<file path="src/rtl/ctrl_sequencer.sv">
// Multi-cycle fetch/decode/execute sequencer driving the register file, ALU, PC and memory handshake.
// Optional memory-acknowledge watchdog enabled by defining CTRL_MEM_TIMEOUT_EN.
module ctrl_sequencer #(
    parameter int DATA_W      = 32,
    parameter int OPC_W       = 6,
    parameter int REG_AW      = 5,
    parameter int IMM_W       = 16,
    parameter int SIGN_EXT    = 0,
    parameter int MEM_TIMEOUT = 255
) (
    input  logic              clk,
    input  logic              reset,
    input  logic [DATA_W-1:0] i_mem_rdata,
    input  logic              i_mem_ack,
    output logic              o_mem_req,
    output logic              o_mem_we,
    output logic              o_addr_sel,
    output logic              o_addr_we,
    output logic              o_data_oe,
    output logic [OPC_W-1:0]  o_opcode,
    output logic [REG_AW-1:0] o_reg_raddr_a,
    output logic [REG_AW-1:0] o_reg_raddr_b,
    output logic [REG_AW-1:0] o_reg_waddr,
    output logic              o_reg_we,
    output logic [DATA_W-1:0] o_literal,
    output logic              o_alu_en,
    output logic              o_pc_inc,
    output logic [DATA_W-1:0] o_ir,
    output logic              o_halted,
    output logic              o_fault
);

    typedef enum logic [2:0] {
        FETCH, DECODE, EXEC, MEM, WB, PCINC, HALT
    } state_t;

    state_t r_state;
    state_t w_next;

    logic              r_mem_req;
    logic              r_mem_we;
    logic              r_addr_sel;
    logic              r_data_oe;
    logic [DATA_W-1:0] r_ir;
    logic [OPC_W-1:0]  r_opcode;
    logic [REG_AW-1:0] r_raddr_a;
    logic [REG_AW-1:0] r_raddr_b;
    logic [REG_AW-1:0] r_waddr;
    logic [DATA_W-1:0] r_literal;

    logic              w_ack;
    logic              w_timeout;
    logic [OPC_W-1:0]  w_dec_opc;
    logic [1:0]        w_dec_cls;
    logic              w_dec_halt;
    logic              w_dec_nop;
    logic [IMM_W-1:0]  w_imm;
    logic [DATA_W-1:0] w_literal;
    logic              w_exec_mem;

    // An ack only counts while our own request is actually on the bus.
    assign w_ack      = r_mem_req && i_mem_ack;

    assign w_dec_opc  = r_ir[DATA_W-1 -: OPC_W];
    assign w_dec_cls  = w_dec_opc[OPC_W-1 -: 2];
    assign w_dec_halt = (w_dec_cls == 2'b00) && (&w_dec_opc[OPC_W-3:0]);
    assign w_dec_nop  = (w_dec_cls == 2'b00) && !w_dec_halt;
    assign w_imm      = r_ir[IMM_W-1:0];
    assign w_literal  = (SIGN_EXT != 0) ? {{(DATA_W-IMM_W){w_imm[IMM_W-1]}}, w_imm}
                                        : {{(DATA_W-IMM_W){1'b0}}, w_imm};
    assign w_exec_mem = (r_opcode[OPC_W-1 -: 2] == 2'b01);

    always_ff @(posedge clk or posedge reset) begin
        if (reset) begin
            r_state <= FETCH;
        end else begin
            r_state <= w_next;
        end
    end

    always_comb begin
        w_next = r_state;
        unique case (r_state)
            FETCH: begin
                if (w_timeout) begin
                    w_next = HALT;
                end else if (w_ack) begin
                    w_next = DECODE;
                end
            end
            DECODE: begin
                if (w_dec_halt) begin
                    w_next = HALT;
                end else if (w_dec_nop) begin
                    w_next = PCINC;
                end else begin
                    w_next = EXEC;
                end
            end
            EXEC:    w_next = w_exec_mem ? MEM : WB;
            MEM: begin
                if (w_timeout) begin
                    w_next = HALT;
                end else if (w_ack) begin
                    w_next = r_opcode[0] ? PCINC : WB;
                end
            end
            WB:      w_next = PCINC;
            PCINC:   w_next = FETCH;
            HALT:    w_next = HALT;
            default: w_next = FETCH;
        endcase
    end

    always_comb begin
        o_alu_en  = 1'b0;
        o_addr_we = 1'b0;
        o_reg_we  = 1'b0;
        o_pc_inc  = 1'b0;
        o_halted  = 1'b0;
        unique case (r_state)
            EXEC: begin
                o_alu_en  = 1'b1;
                o_addr_we = w_exec_mem;
            end
            WB:      o_reg_we = 1'b1;
            PCINC:   o_pc_inc = 1'b1;
            HALT:    o_halted = 1'b1;
            default: ;
        endcase
    end

    // Bus controls are registered from the next state so the first request after reset
    // appears one edge late and every drop happens cleanly on the edge after an ack.
    always_ff @(posedge clk or posedge reset) begin
        if (reset) begin
            r_mem_req  <= 1'b0;
            r_mem_we   <= 1'b0;
            r_addr_sel <= 1'b0;
            r_data_oe  <= 1'b0;
        end else begin
            r_mem_req  <= (w_next == FETCH) || (w_next == MEM);
            r_addr_sel <= (w_next == MEM);
            r_mem_we   <= (w_next == MEM) && r_opcode[0];
            r_data_oe  <= (w_next == MEM) && r_opcode[0];
        end
    end

    always_ff @(posedge clk or posedge reset) begin
        if (reset) begin
            r_ir      <= '0;
            r_opcode  <= '0;
            r_raddr_a <= '0;
            r_raddr_b <= '0;
            r_waddr   <= '0;
            r_literal <= '0;
        end else begin
            if ((r_state == FETCH) && w_ack) begin
                r_ir <= i_mem_rdata;
            end
            if (r_state == DECODE) begin
                r_opcode  <= w_dec_opc;
                r_waddr   <= r_ir[DATA_W-OPC_W-1 -: REG_AW];
                r_raddr_b <= r_ir[DATA_W-OPC_W-1 -: REG_AW];
                r_raddr_a <= r_ir[DATA_W-OPC_W-REG_AW-1 -: REG_AW];
                r_literal <= w_literal;
            end
        end
    end

`ifdef CTRL_MEM_TIMEOUT_EN
    localparam int TMO_W = $clog2(MEM_TIMEOUT + 1);

    logic [TMO_W-1:0] r_tmo_cnt;
    logic             r_fault;

    // The request drops between every FETCH/MEM visit, so clearing while idle restarts the count on entry.
    assign w_timeout = r_mem_req && !i_mem_ack && (r_tmo_cnt == TMO_W'(MEM_TIMEOUT - 1));

    always_ff @(posedge clk or posedge reset) begin
        if (reset) begin
            r_tmo_cnt <= '0;
            r_fault   <= 1'b0;
        end else begin
            if (r_mem_req && !i_mem_ack) begin
                r_tmo_cnt <= r_tmo_cnt + TMO_W'(1);
            end else begin
                r_tmo_cnt <= '0;
            end
            if (w_timeout) begin
                r_fault <= 1'b1;
            end
        end
    end

    assign o_fault = r_fault;
`else
    assign w_timeout = 1'b0;
    assign o_fault   = 1'b0;
`endif

    assign o_mem_req     = r_mem_req;
    assign o_mem_we      = r_mem_we;
    assign o_addr_sel    = r_addr_sel;
    assign o_data_oe     = r_data_oe;
    assign o_opcode      = r_opcode;
    assign o_reg_raddr_a = r_raddr_a;
    assign o_reg_raddr_b = r_raddr_b;
    assign o_reg_waddr   = r_waddr;
    assign o_literal     = r_literal;
    assign o_ir          = r_ir;

endmodule

</file>
<file path="config.mk">
export PLATFORM = sky130hd
export DESIGN_NAME = ctrl_sequencer
export DESIGN_NICKNAME = d
export VERILOG_FILES = /design/src/rtl/ctrl_sequencer.sv
export SDC_FILE = /design/constraint.sdc
export NUM_CORES = 1
export LEC_CHECK = 0
export CORE_UTILIZATION = 40
export DETAILED_ROUTE_END_ITERATION = 8
export PLACE_DENSITY = 0.81
export SYNTH_ARGS = -nofsm -noshare
export SYNTH_HDL_FRONTEND = slang
export SYNTH_SLANG_ARGS = --single-unit
</file>
<file path="constraint.sdc">
create_clock -name clk -period 3.2 [get_ports clk]
set_input_delay 0.32 -clock clk [delete_from_list [all_inputs] [get_ports clk]]
set_output_delay 0.32 -clock clk [all_outputs]
set_load 0.005 [all_outputs]
</file>
Word level (Yosys, flattened, before mapping)
Index checks and enable logic that the tools add are counted.
{"block": "totals", "register_bits": 70, "input_bits": 35, "out_inout_bits": 95, "elab_cells": 40}
{"block": "classes", "n_eq_ne": 8, "mux": 12, "reduce_logical": 11}
{"op": "$pmux 3 s6", "count": 1}
{"op": "$mux 3", "count": 5}
{"op": "$eq 3x2->1 const B", "count": 3}
{"op": "$eq 3x3->1 const B", "count": 3}
{"op": "$logic_not 3->1", "count": 2}
{"op": "$mux 1", "count": 6}
{"op": "$logic_and 1x1->1", "count": 5}
{"op": "$reduce_and 4->1", "count": 1}
{"op": "$eq 3x1->1 const B", "count": 1}
{"op": "$eq 2x1->1 const B", "count": 1}
{"op": "$logic_not 2->1", "count": 1}
{"op": "$logic_not 1->1", "count": 1}
{"op": "$logic_or 1x1->1", "count": 1}

Longest topological paths before layout
Gate-level depths: netlist of the first run.
{"block": "depth", "depth_word": 9, "mapped_depth": 5, "ltp_nobuf": 5}

Least setup slack after synthesis of the first run
No wires, ideal clock.
{"block": "synth_timing", "path_kind": "reg-to-reg", "startpoint": "register r_state[1]", "endpoint": "register r_literal[10] (netlist: o_literal[10])", "setup_time_ns": 0.125, "arrival_ns": 1.363, "required_ns": 3.075, "path_slack_ns": 1.712, "stages_incl_launch_ff": 5, "n_path_buf": 2, "period_less_slack_ns": 1.488, "cell_sequence": "dfrtp_1 -> buf_6 -> nor3b_4 -> buf_6 -> mux2_2"}
{"block": "synth_between", "elab_chain_len": 1}
{"element": "start: declaration", "line_no": "37", "source": "state_t r_state;"}
{"element": "start signal: assignment", "line_no": "77", "source": "r_state <= w_next;"}
{"element": "$eq 3x1->1", "line_no": "161", "source": "if (r_state == DECODE) begin"}
{"element": "end signal: assignment", "line_no": "166", "source": "r_literal <= w_literal;"}
{"element": "end: declaration", "line_no": "49", "source": "logic [DATA_W-1:0] r_literal;"}
No other way between the ends.
A chain may end at the register's enable or synchronous reset.

Worst setup path in the final report of the first run
{"block": "layout_timing", "startpoint": "register r_state[2]", "endpoint": "output port o_addr_we"}
{"block": "layout_between", "elab_chain_len": 2}
{"element": "$eq 3x2->1", "line_no": "121", "source": "unique case (r_state)"}
{"element": "$mux 1", "line_no": "121"}
{"element": "end: declaration", "line_no": "18", "source": "output logic o_addr_we,"}
No other way between the ends.

==> run_summary.xml, run 1 <==
<?xml version="1.0" encoding="UTF-8"?>
<metrics>
  <group name="yosys">
    <metric name="yosys_register_bits" unit="">70</metric>
    <metric name="syn_area_per_cell" unit="µm²">14.51</metric>
    <metric name="count_of_flip_flops_with_a_built_in_enable_after_synthesis" unit="">0</metric>
    <metric name="yosys_warnings" unit="">0</metric>
    <metric name="syn_area" unit="mm²">0.002945</metric>
    <metric name="synth_area_leaders" unit="">sky130_fd_sc_hd__dfrtp_1, sky130_fd_sc_hd__mux2_2, sky130_fd_sc_hd__buf_4</metric>
    <metric name="async_flop_share" unit="">1.000</metric>
    <metric name="seq_area_frac_synth" unit="">0.5947</metric>
    <metric name="yosysUniqueCellTypes" unit="">25</metric>
    <metric name="ys.flop_type" unit="">sky130_fd_sc_hd__dfrtp_1</metric>
    <metric name="synth.top_cell.area_share" unit="">0.5947</metric>
    <metric name="synth.top_cells.by_count" unit="">sky130_fd_sc_hd__dfrtp_1, sky130_fd_sc_hd__mux2_2, sky130_fd_sc_hd__buf_4</metric>
    <metric name="synth_most_common_cell" unit="">sky130_fd_sc_hd__dfrtp_1</metric>
    <metric name="synth_top_area_cell" unit="">sky130_fd_sc_hd__dfrtp_1</metric>
    <metric name="synth_cells" unit="">203</metric>
  </group>
  <group name="setup_path">
    <metric name="ff2ff_path_depth" unit="">3</metric>
    <metric name="required" unit="ns">2.88</metric>
    <metric name="setup.worst_path.start_class" unit="">register</metric>
    <metric name="worstSetupEndpoint" unit="">o_addr_we</metric>
    <metric name="reg2reg_from" unit="">r_state[0]</metric>
    <metric name="worstReg2RegEnd" unit="">o_literal[1]</metric>
    <metric name="timing.critical_path.arrival" unit="ns">1.81</metric>
    <metric name="timing_worst_setup_path_type" unit="">register to output pin</metric>
    <metric name="element_type_at_the_critical_path_end" unit="">output pin</metric>
    <metric name="cp-startpoint" unit="">r_state[2]</metric>
    <metric name="timing.reg2reg.setup_slack" unit="ns">1.44</metric>
    <metric name="worstPathMaxFanout" unit="">11</metric>
  </group>
  <group name="final_layout">
    <metric name="nets" unit="">350</metric>
    <metric name="area_of_all_placed_cells_without_fillers" unit="mm²">0.004238</metric>
    <metric name="postLayoutCoreUtil" unit="">0.6103</metric>
    <metric name="layout-drive-gt1-share" unit="">0.2656</metric>
    <metric name="fin_cells" unit="">416</metric>
    <metric name="diodes" unit="">0</metric>
    <metric name="flow.area_growth_from_synthesis" unit="%">43.88</metric>
  </group>
  <group name="sta">
    <metric name="highest_clock_frequency_the_design_can_meet" unit="MHz">469.6</metric>
    <metric name="post-route-period-util" unit="">0.6654</metric>
    <metric name="setup_total_negative_slack" unit="ns">0</metric>
    <metric name="setup_viol_count_final" unit="">0</metric>
    <metric name="final_hold_viol_count" unit="">0</metric>
    <metric name="final_clock_skew" unit="ns">0.004171</metric>
    <metric name="finalCriticalPeriod" unit="ns">2.129</metric>
    <metric name="grt_setup_unrepaired" unit="">no</metric>
    <metric name="worst_slack" unit="ns">1.071</metric>
    <metric name="timing_max_transition_violations_final" unit="">0</metric>
    <metric name="final.hold.worst_slack" unit="ns">0.3056</metric>
  </group>
  <group name="route">
    <metric name="drt_iter0_markers" unit="">62</metric>
    <metric name="via_count" unit="">1940</metric>
    <metric name="wl_per_cell" unit="µm">14.24</metric>
    <metric name="detail_route.drc_violations" unit="">0</metric>
    <metric name="drt_wl_total" unit="µm">5925</metric>
    <metric name="postRouteAntennaNets" unit="">0</metric>
    <metric name="detail_route.first_pass.iterations" unit="">4</metric>
    <metric name="vias_per_cell" unit="">4.663</metric>
  </group>
  <group name="pwr">
    <metric name="reported_net_switching_power" unit="mW">1.204</metric>
    <metric name="power_per_cell_area" unit="mW/mm²">1005</metric>
    <metric name="power.share.sequential" unit="">0.389</metric>
    <metric name="swShare" unit="">0.2826</metric>
    <metric name="finalPower" unit="mW">4.261</metric>
    <metric name="total_leakage_power" unit="nW">1.829</metric>
    <metric name="power_report.internal_total" unit="mW">3.057</metric>
    <metric name="p_clk_frac" unit="">0.168</metric>
    <metric name="max_rail_drop_vdd" unit="µV">469.0</metric>
    <metric name="pwr-share-comb" unit="">0.444</metric>
  </group>
  <group name="clocking">
    <metric name="cts_setup_buffers" unit="">0</metric>
    <metric name="ctsHoldBuffers" unit="">0</metric>
    <metric name="worst_setup_hold_path_clk_slew" unit="ns">0.07</metric>
    <metric name="number_of_gates_given_a_new_drive_strength_after_cts" unit="">0</metric>
    <metric name="number_of_buffers_inserted_during_clock_tree_synthesis" unit="">9</metric>
    <metric name="clockBufferDepth" unit="">2</metric>
    <metric name="clock_insertion_delay_worst_skew" unit="ns">0.33</metric>
    <metric name="h-tree-depth" unit="">3</metric>
    <metric name="cts.root.buffer_cell" unit="">sky130_fd_sc_hd__clkbuf_8</metric>
    <metric name="cts_tree" unit="">done</metric>
    <metric name="clock-sinks" unit="">70</metric>
  </group>
  <group name="floorplan">
    <metric name="number_of_rows_created_at_floorplan" unit="">30</metric>
    <metric name="core_area" unit="mm²">0.006944</metric>
    <metric name="floorplan.initialDensity" unit="">0.4241</metric>
    <metric name="design.die.area" unit="mm²">0.007711</metric>
    <metric name="die_h" unit="µm">87.81</metric>
    <metric name="io_pins" unit="">130</metric>
    <metric name="die_width" unit="µm">87.81</metric>
  </group>
  <group name="global_routing">
    <metric name="grt_antenna_before_repair" unit="">0</metric>
    <metric name="grt_overflow_total" unit="">0</metric>
    <metric name="total_grt_usage" unit="">0.1675</metric>
    <metric name="grt_pass1_vias" unit="">1946</metric>
    <metric name="grt_start_max_net_pins" unit="">36</metric>
    <metric name="grt_first_pass_wirelength" unit="µm">9570</metric>
  </group>
  <group name="placement">
    <metric name="placedCellCount" unit="">400</metric>
    <metric name="gp_congestion" unit="">0.8043</metric>
    <metric name="buffer_ports.inserted" unit="">112</metric>
    <metric name="place_worst_setup_slack" unit="ns">1.414</metric>
    <metric name="detail_placement_hpwl" unit="µm">4224</metric>
    <metric name="placed_area" unit="mm²">0.004036</metric>
  </group>
  <group name="min_path">
    <metric name="hold_path.class" unit="">input pin to asynchronous set/reset pin</metric>
  </group>
  <group name="status">
    <metric name="result_of_the_run" unit="">completed</metric>
  </group>
  <group name="flow_run">
    <metric name="timing.max_cap.violations" unit="">0</metric>
  </group>
</metrics>
[sequential cells by signal, summed over array words and instances (netlist names)]
signal,flops
o_addr_sel,1
o_data_oe,1
o_ir,32
o_literal,16
o_mem_req,1
o_opcode,6
o_reg_raddr_a,5
o_reg_waddr,5
r_state,3
[cell type report]
cell class | count | area, µm²
Clock buffer | 13 | 158.9
Fill cell | 568 | 2706
Multi-Input combinational cell | 114 | 994.7
Tap cell | 96 | 120.1
Sequential cell | 70 | 1752
Inverter | 3 | 11.26
Timing Repair Buffer | 117 | 1159
Clock inverter | 3 | 42.54
[power by group through the flow]
stage	registers, mW	clock network, mW	logic [mW]
2_1_floorplan	1.63	0	0.905
4_1_cts	1.66	0.740	1.92
5_1_grt	1.73	0.775	2.05
3_5_place_dp	1.68	0	1.92
3_3_place_gp	1.65	0	1.88
6_report	1.66	0.714	1.89
[worst min path at each step]
stage / from / end / cells past startpoint
2_1_floorplan: i_mem_rdata[29] / o_ir[29] / 1
5_1_grt: reset / o_ir[3] / 2
3_5_place_dp: o_literal[5] / o_literal[5] / 1
4_1_cts: reset / o_literal[3] / 2
6_report: reset / o_literal[9] / 2
3_3_place_gp: o_literal[5] / o_literal[5] / 1
[critical path: stages (launching register included)]
cell	delay [ns]
sky130_fd_sc_hd__dfrtp_1	0.50
sky130_fd_sc_hd__nand2b_1	0.26
sky130_fd_sc_hd__nor3_1	0.19
sky130_fd_sc_hd__clkdlybuf4s50_1	0.53
[layout by cell type (no fill, tap or decap), types with 2 or more instances in the layout]
cell,synthesis,routed
sky130_fd_sc_hd__conb_1,1,17
sky130_fd_sc_hd__dfrtp_1,70,70
sky130_fd_sc_hd__clkbuf_8,0,11
sky130_fd_sc_hd__and2_1,3,3
sky130_fd_sc_hd__o21ai_0,3,3
sky130_fd_sc_hd__clkbuf_1,1,2
sky130_fd_sc_hd__inv_1,3,2
sky130_fd_sc_hd__buf_4,23,5
sky130_fd_sc_hd__nand2_1,5,5
sky130_fd_sc_hd__and3b_1,3,3
sky130_fd_sc_hd__mux2_2,63,63
sky130_fd_sc_hd__nor2_1,3,3
sky130_fd_sc_hd__clkdlybuf4s50_1,0,112
sky130_fd_sc_hd__nand2b_1,4,4
sky130_fd_sc_hd__a21oi_1,3,3
[logic make-up after synthesis]
kind of cell | synth area share
AND/OR/NAND/NOR | 0.04418
AO/OA/AOI/OAI | 0.02719
other | 0.001273
buffers and inverters | 0.08793
multiplexers | 0.2447
flip-flops | 0.5947
[routing by layer]
metal | up-vias | GRT usage | wire (µm)
met1 | 954 | 0.1989 | 2415
met3 | 8 | 0.05844 | 466
li1 | 882 | - | -
met2 | 96 | 0.2720 | 2951
met4 | 0 | 0.08048 | 91
met5 | - | 0 | 0
No activity file was read; power rests on OpenSTA's default activity.
==> run 2: changes to the inputs <==
CORE_UTILIZATION = 38   (was 40)
clock period = 1.9 ns   (was 3.2 ns; I/O delays follow)
==> run 2 against run 1 <==
Largest cell class unchanged. Combinational power up 76%. Routed wire length up 2.8%. Sequential power up 67%.
==> run_summary.xml, run 2 (same netlist as run 1, synthesis figures left out) <==
<?xml version="1.0" encoding="UTF-8"?>
<metrics>
  <group name="status">
    <metric name="result_of_the_run" unit="">completed</metric>
  </group>
  <group name="final_layout">
    <metric name="final_cell_mix" unit="">sky130_fd_sc_hd__clkdlybuf4s50_1, sky130_fd_sc_hd__dfrtp_1, sky130_fd_sc_hd__mux2_2, sky130_fd_sc_hd__conb_1, sky130_fd_sc_hd__clkbuf_8</metric>
    <metric name="layout_commonest_cell" unit="">sky130_fd_sc_hd__clkdlybuf4s50_1</metric>
    <metric name="area_taken_by_multi_input_logic_gates" unit="mm²">0.001007</metric>
    <metric name="flow.area_growth_from_synthesis" unit="%">45.88</metric>
    <metric name="diodes" unit="">0</metric>
    <metric name="layout-drive-gt1-share" unit="">0.2910</metric>
    <metric name="largest_reg_flops" unit="">32</metric>
    <metric name="ff_latch_area" unit="mm²">0.001755</metric>
    <metric name="fillers" unit="">611</metric>
    <metric name="nets" unit="">353</metric>
  </group>
  <group name="floorplan">
    <metric name="die_width" unit="µm">90.04</metric>
    <metric name="design.die.area" unit="mm²">0.008107</metric>
    <metric name="core_area" unit="mm²">0.007370</metric>
    <metric name="die_h" unit="µm">90.04</metric>
    <metric name="io_pins" unit="">130</metric>
    <metric name="number_of_rows_created_at_floorplan" unit="">31</metric>
    <metric name="floorplan.initialDensity" unit="">0.3997</metric>
  </group>
  <group name="global_routing">
    <metric name="grt_start_max_net_pins" unit="">40</metric>
    <metric name="grt_first_pass_wirelength" unit="µm">9908</metric>
    <metric name="grt_overflow_total" unit="">0</metric>
    <metric name="grt_antenna_before_repair" unit="">0</metric>
    <metric name="total_grt_usage" unit="">0.1568</metric>
    <metric name="grt_pass1_vias" unit="">1974</metric>
  </group>
  <group name="placement">
    <metric name="gp_congestion" unit="">0.7222</metric>
    <metric name="buffer_ports.inserted" unit="">112</metric>
    <metric name="detail_placement_hpwl" unit="µm">4264</metric>
    <metric name="place_worst_setup_slack" unit="ns">0.1793</metric>
  </group>
  <group name="setup_path">
    <metric name="timing_worst_setup_path_type" unit="">register to output pin</metric>
    <metric name="worstPathMaxFanout" unit="">14</metric>
    <metric name="setup.worst_path.start_class" unit="">register</metric>
    <metric name="required" unit="ns">1.71</metric>
    <metric name="timing.critical_path.arrival" unit="ns">1.60</metric>
    <metric name="element_type_at_the_critical_path_end" unit="">output pin</metric>
  </group>
  <group name="route">
    <metric name="detail_route.drc_violations" unit="">0</metric>
    <metric name="wl_per_cell" unit="µm">14.44</metric>
    <metric name="drt_iter0_markers" unit="">35</metric>
    <metric name="postRouteAntennaNets" unit="">0</metric>
    <metric name="vias_per_cell" unit="">4.604</metric>
    <metric name="drt_wl_total" unit="µm">6093</metric>
    <metric name="detail_route.first_pass.iterations" unit="">4</metric>
    <metric name="via_count" unit="">1943</metric>
  </group>
  <group name="clocking">
    <metric name="clock-sinks" unit="">70</metric>
    <metric name="clockBufferDepth" unit="">2</metric>
    <metric name="cts_tree" unit="">done</metric>
    <metric name="clock_insertion_delay_worst_skew" unit="ns">0.33</metric>
    <metric name="worst_setup_hold_path_clk_slew" unit="ns">0.07</metric>
    <metric name="cts.root.buffer_cell" unit="">sky130_fd_sc_hd__clkbuf_8</metric>
    <metric name="h-tree-depth" unit="">3</metric>
    <metric name="number_of_buffers_inserted_during_clock_tree_synthesis" unit="">9</metric>
  </group>
  <group name="pwr">
    <metric name="max_rail_drop_vdd" unit="µV">846.3</metric>
    <metric name="pwr-share-comb" unit="">0.459</metric>
    <metric name="power_per_cell_area" unit="mW/mm²">1690</metric>
    <metric name="swShare" unit="">0.2886</metric>
    <metric name="power.share.sequential" unit="">0.383</metric>
    <metric name="reported_net_switching_power" unit="mW">2.095</metric>
    <metric name="total_leakage_power" unit="nW">1.848</metric>
    <metric name="power_report.internal_total" unit="mW">5.164</metric>
    <metric name="p_clk_frac" unit="">0.157</metric>
  </group>
  <group name="sta">
    <metric name="final_clock_skew" unit="ns">0.008058</metric>
    <metric name="final_hold_viol_count" unit="">0</metric>
    <metric name="finalCriticalPeriod" unit="ns">1.792</metric>
    <metric name="setup_total_negative_slack" unit="ns">0</metric>
    <metric name="setup_viol_count_final" unit="">0</metric>
    <metric name="grt_setup_unrepaired" unit="">no</metric>
    <metric name="timing_max_transition_violations_final" unit="">0</metric>
    <metric name="post-route-period-util" unit="">0.9433</metric>
    <metric name="worst_slack" unit="ns">0.1077</metric>
    <metric name="highest_clock_frequency_the_design_can_meet" unit="MHz">557.9</metric>
  </group>
  <group name="flow_run">
    <metric name="timing.max_cap.violations" unit="">0</metric>
  </group>
  <group name="min_path">
    <metric name="hold_path.class" unit="">input pin to asynchronous set/reset pin</metric>
  </group>
</metrics>
## run 2: changes by cell type in the layout (fill, tap and decap cells not counted), sizes merged
cell,before,now
clkinvlp,1,2
clkinv,1,3
clkbuf,13,10
buf,5,8
## run 2: final timing paths
kind	start	to	slack [ns]	depth (start not counted)
setup / recovery	r_state[0]	o_reg_we	0.11	3
hold / removal	reset	o_ir[7]	0.31	3
setup reg to reg	r_state[1]	o_literal[8]	0.29	4
hold reg to reg	o_literal[5]	o_literal[5]	0.49	1
max in group asynchronous	reset	o_ir[20]	1.21	3
min in group clk	i_mem_rdata[6]	o_ir[6]	0.46	2
## run 2: metal layers
layer  track usage  up-vias  share of wire
li1              -      888              -
met1        0.1844      965           0.41
met2        0.2595       82           0.50
met3       0.05415        8          0.069
met4       0.06855        0          0.018
met5             0        -              0
## run 2: cell type report
cell class,instances,area share
inverter,3,0.003494
clock inverter,6,0.01427
clock buffer,10,0.02970
tap,99,0.02883
sequential,70,0.4086
multi-input combinational,114,0.2344
timing repair buffer,120,0.2807
## run 2: stage by stage
| stage | instance area [µm²] | utilization | hold WS [ns] | total power [mW] | std cells |
|---|---|---|---|---|---|
| final | 4297 | 0.5830 | 0.3108 | 7.260 | 422 |
| after global routing | 4297 | 0.5830 | 0.3459 | 7.723 | 422 |
| after CTS | 4273 | 0.5798 | 0.3094 | 7.334 | 420 |
| after detailed placement | 4069 | 0.5521 | 0.4857 | 6.118 | 403 |
| after global placement | 4069 | 0.5521 | 0.4716 | 6.002 | 403 |
| after floorplan | 3009 | - | 0.3404 | 4.271 | 219 |
## run 2: power groups by stage
| stage | clock (mW) | combinational, mW | sequential, mW |
|---|---|---|---|
| after floorplan | 0 | 1.52 | 2.75 |
| after global placement | 0 | 3.22 | 2.79 |
| after detailed placement | 0 | 3.29 | 2.83 |
| after CTS | 1.20 | 3.35 | 2.79 |
| after global routing | 1.25 | 3.58 | 2.90 |
| final | 1.14 | 3.33 | 2.78 |
## run 2: critical path: stages (launching register included)
cell and delay [ns]:
sky130_fd_sc_hd__dfrtp_2 0.49, sky130_fd_sc_hd__nor2_1 0.15, sky130_fd_sc_hd__and2_1 0.14, sky130_fd_sc_hd__clkdlybuf4s50_1 0.49
## run 2: what timing repair did
action / in CTS / in global routing
endpoints found under the setup margin: 2 / 2
gates cloned: 0 / 0
hold buffers: 0 / 0
resized for setup: 3 / 2
buffers inserted: 1 / 2
==> run 3: changes to the inputs <==
CAP_MARGIN = 20   (was unset)
CORE_MARGIN = 5   (was unset)
==> run 3 against run 2 <==
Sequential cell count unchanged. Clock skew increased by 0.0020 ns. Setup slack better by 0.0092 ns. First-iteration DRC count is 60% lower. Die area grew 19%. Clock power shrank 8%. Critical endpoint is now o_addr_we.
==> run_summary.xml, run 3 (same netlist as run 1, synthesis figures left out) <==
<?xml version="1.0" encoding="UTF-8"?>
<metrics>
  <group name="floorplan">
    <metric name="die_width" unit="µm">98.04</metric>
    <metric name="design.die.area" unit="mm²">0.009612</metric>
    <metric name="io_pins" unit="">130</metric>
    <metric name="core_area" unit="mm²">0.007647</metric>
    <metric name="floorplan.initialDensity" unit="">0.3851</metric>
    <metric name="number_of_rows_created_at_floorplan" unit="">32</metric>
    <metric name="die_h" unit="µm">98.04</metric>
  </group>
  <group name="route">
    <metric name="via_count" unit="">1940</metric>
    <metric name="postRouteAntennaNets" unit="">0</metric>
    <metric name="vias_per_cell" unit="">4.586</metric>
    <metric name="detail_route.drc_violations" unit="">0</metric>
    <metric name="wl_per_cell" unit="µm">15.72</metric>
    <metric name="drt_iter0_markers" unit="">14</metric>
    <metric name="drt_wl_total" unit="µm">6651</metric>
    <metric name="detail_route.first_pass.iterations" unit="">4</metric>
  </group>
  <group name="placement">
    <metric name="place_worst_setup_slack" unit="ns">0.2315</metric>
    <metric name="placedCellCount" unit="">406</metric>
    <metric name="placed_area" unit="mm²">0.004098</metric>
    <metric name="detail_placement_hpwl" unit="µm">4755</metric>
    <metric name="gp_congestion" unit="">0.7616</metric>
    <metric name="buffer_ports.inserted" unit="">112</metric>
  </group>
  <group name="final_layout">
    <metric name="area_of_all_placed_cells_without_fillers" unit="mm²">0.004295</metric>
    <metric name="layout-drive-gt1-share" unit="">0.2835</metric>
    <metric name="final_cell_mix" unit="">sky130_fd_sc_hd__clkdlybuf4s50_1, sky130_fd_sc_hd__dfrtp_1, sky130_fd_sc_hd__mux2_2, sky130_fd_sc_hd__conb_1, sky130_fd_sc_hd__clkbuf_8</metric>
    <metric name="diodes" unit="">0</metric>
    <metric name="layout_commonest_cell" unit="">sky130_fd_sc_hd__clkdlybuf4s50_1</metric>
    <metric name="largest_reg_flops" unit="">32</metric>
    <metric name="fin_cells" unit="">423</metric>
    <metric name="nets" unit="">351</metric>
    <metric name="flow.area_growth_from_synthesis" unit="%">45.84</metric>
  </group>
  <group name="clocking">
    <metric name="cts_tree" unit="">done</metric>
    <metric name="clock_insertion_delay_worst_skew" unit="ns">0.33</metric>
    <metric name="h-tree-depth" unit="">3</metric>
    <metric name="clockBufferDepth" unit="">2</metric>
    <metric name="worst_setup_hold_path_clk_slew" unit="ns">0.08</metric>
    <metric name="clock-sinks" unit="">70</metric>
    <metric name="cts.root.buffer_cell" unit="">sky130_fd_sc_hd__clkbuf_8</metric>
    <metric name="ctsHoldBuffers" unit="">0</metric>
    <metric name="number_of_buffers_inserted_during_clock_tree_synthesis" unit="">9</metric>
  </group>
  <group name="setup_path">
    <metric name="critical_path.n_buffers_inverters" unit="">1</metric>
    <metric name="timing_worst_setup_path_type" unit="">register to output pin</metric>
    <metric name="cpMaxStageDelayCell" unit="">sky130_fd_sc_hd__clkdlybuf4s50_1</metric>
    <metric name="element_type_at_the_critical_path_end" unit="">output pin</metric>
    <metric name="critical-path-max-stage-delay" unit="ns">0.52</metric>
    <metric name="required" unit="ns">1.71</metric>
    <metric name="worstPathMaxFanout" unit="">4</metric>
    <metric name="timing.critical_path.arrival" unit="ns">1.59</metric>
    <metric name="critPathTopFamily" unit="">buffers and inverters</metric>
    <metric name="timing.critical_path.cells" unit="">nand2b_4 &gt; nor3_2 &gt; clkdlybuf4s50_1</metric>
    <metric name="setup.worst_path.start_class" unit="">register</metric>
  </group>
  <group name="sta">
    <metric name="grt_setup_unrepaired" unit="">no</metric>
    <metric name="worst-slew-pin-transition" unit="ns">0.5796</metric>
    <metric name="worst_slack" unit="ns">0.1169</metric>
    <metric name="finalCriticalPeriod" unit="ns">1.783</metric>
    <metric name="final_clock_skew" unit="ns">0.01003</metric>
    <metric name="setup_total_negative_slack" unit="ns">0</metric>
    <metric name="timing_max_transition_violations_final" unit="">0</metric>
    <metric name="setup_viol_count_final" unit="">0</metric>
    <metric name="highest_clock_frequency_the_design_can_meet" unit="MHz">560.8</metric>
    <metric name="final_hold_viol_count" unit="">0</metric>
    <metric name="slew_headroom" unit="">0.6128</metric>
    <metric name="post-route-period-util" unit="">0.9385</metric>
  </group>
  <group name="pwr">
    <metric name="finalPower" unit="mW">7.172</metric>
    <metric name="power_per_cell_area" unit="mW/mm²">1670</metric>
    <metric name="total_leakage_power" unit="nW">1.838</metric>
    <metric name="max_rail_drop_vdd" unit="µV">807.8</metric>
  </group>
  <group name="global_routing">
    <metric name="grt_first_pass_wirelength" unit="µm">10770</metric>
    <metric name="grt_antenna_before_repair" unit="">0</metric>
    <metric name="total_grt_usage" unit="">0.1428</metric>
    <metric name="grt_overflow_total" unit="">0</metric>
    <metric name="grt_pass1_vias" unit="">2074</metric>
    <metric name="grt_start_max_net_pins" unit="">36</metric>
  </group>
  <group name="flow_run">
    <metric name="timing.max_cap.violations" unit="">0</metric>
  </group>
  <group name="min_path">
    <metric name="hold_path.class" unit="">input pin to asynchronous set/reset pin</metric>
  </group>
  <group name="status">
    <metric name="result_of_the_run" unit="">completed</metric>
  </group>
</metrics>
## run 3: path summary, 6_finish.rpt
check	startpoint	to	slack, ns	depth (start not counted)
worst min register to register	o_literal[7]	o_literal[7]	0.51	1
max in group asynchronous	reset	r_state[1]	1.11	3
worst max register to register	r_state[1]	o_literal[10]	0.29	4
min in group clk	i_mem_rdata[23]	o_ir[23]	0.46	2
worst min-delay path	reset	o_reg_waddr[0]	0.26	2
worst max-delay path	r_state[2]	o_addr_we	0.12	3
## run 3: area by class of cell
type	instances	area [µm²]
Fill cell	631	3352
Sequential cell	70	1754
Timing Repair Buffer	118	1216
Multi-Input combinational cell	114	1007
Clock buffer	11	141.4
Tap cell	102	127.6
Clock inverter	5	33.78
Inverter	3	15.01
## run 3: stage by stage
stage	utilization	hold slack, ns
2_1_floorplan	-	0.3404
3_3_place_gp	0.5358	0.4884
3_5_place_dp	0.5358	0.4946
4_1_cts	0.5599	0.2543
5_1_grt	0.5617	0.2890
6_report	0.5617	0.2633
## run 3: per-layer routing
layer,share of wire,GRT usage
met3,0.081,0.05357
met2,0.51,0.2377
met5,0,0
met4,0.015,0.06070
met1,0.40,0.1651
## run 3: power by group
group | total, mW | internal (mW) | switching, mW | leakage, nW
sequential | 2.80 | 2.25 | 0.555 | 0.848
clock | 1.05 | 0.509 | 0.540 | 0.0857
combinational | 3.32 | 2.30 | 1.02 | 0.904
## run 3: repair_timing
| item | CTS | global route |
|---|---|---|
| setup buffers | 0 | 1 |
| gates resized for setup | 2 | 2 |
| setup endpoints to repair | 1 | 2 |
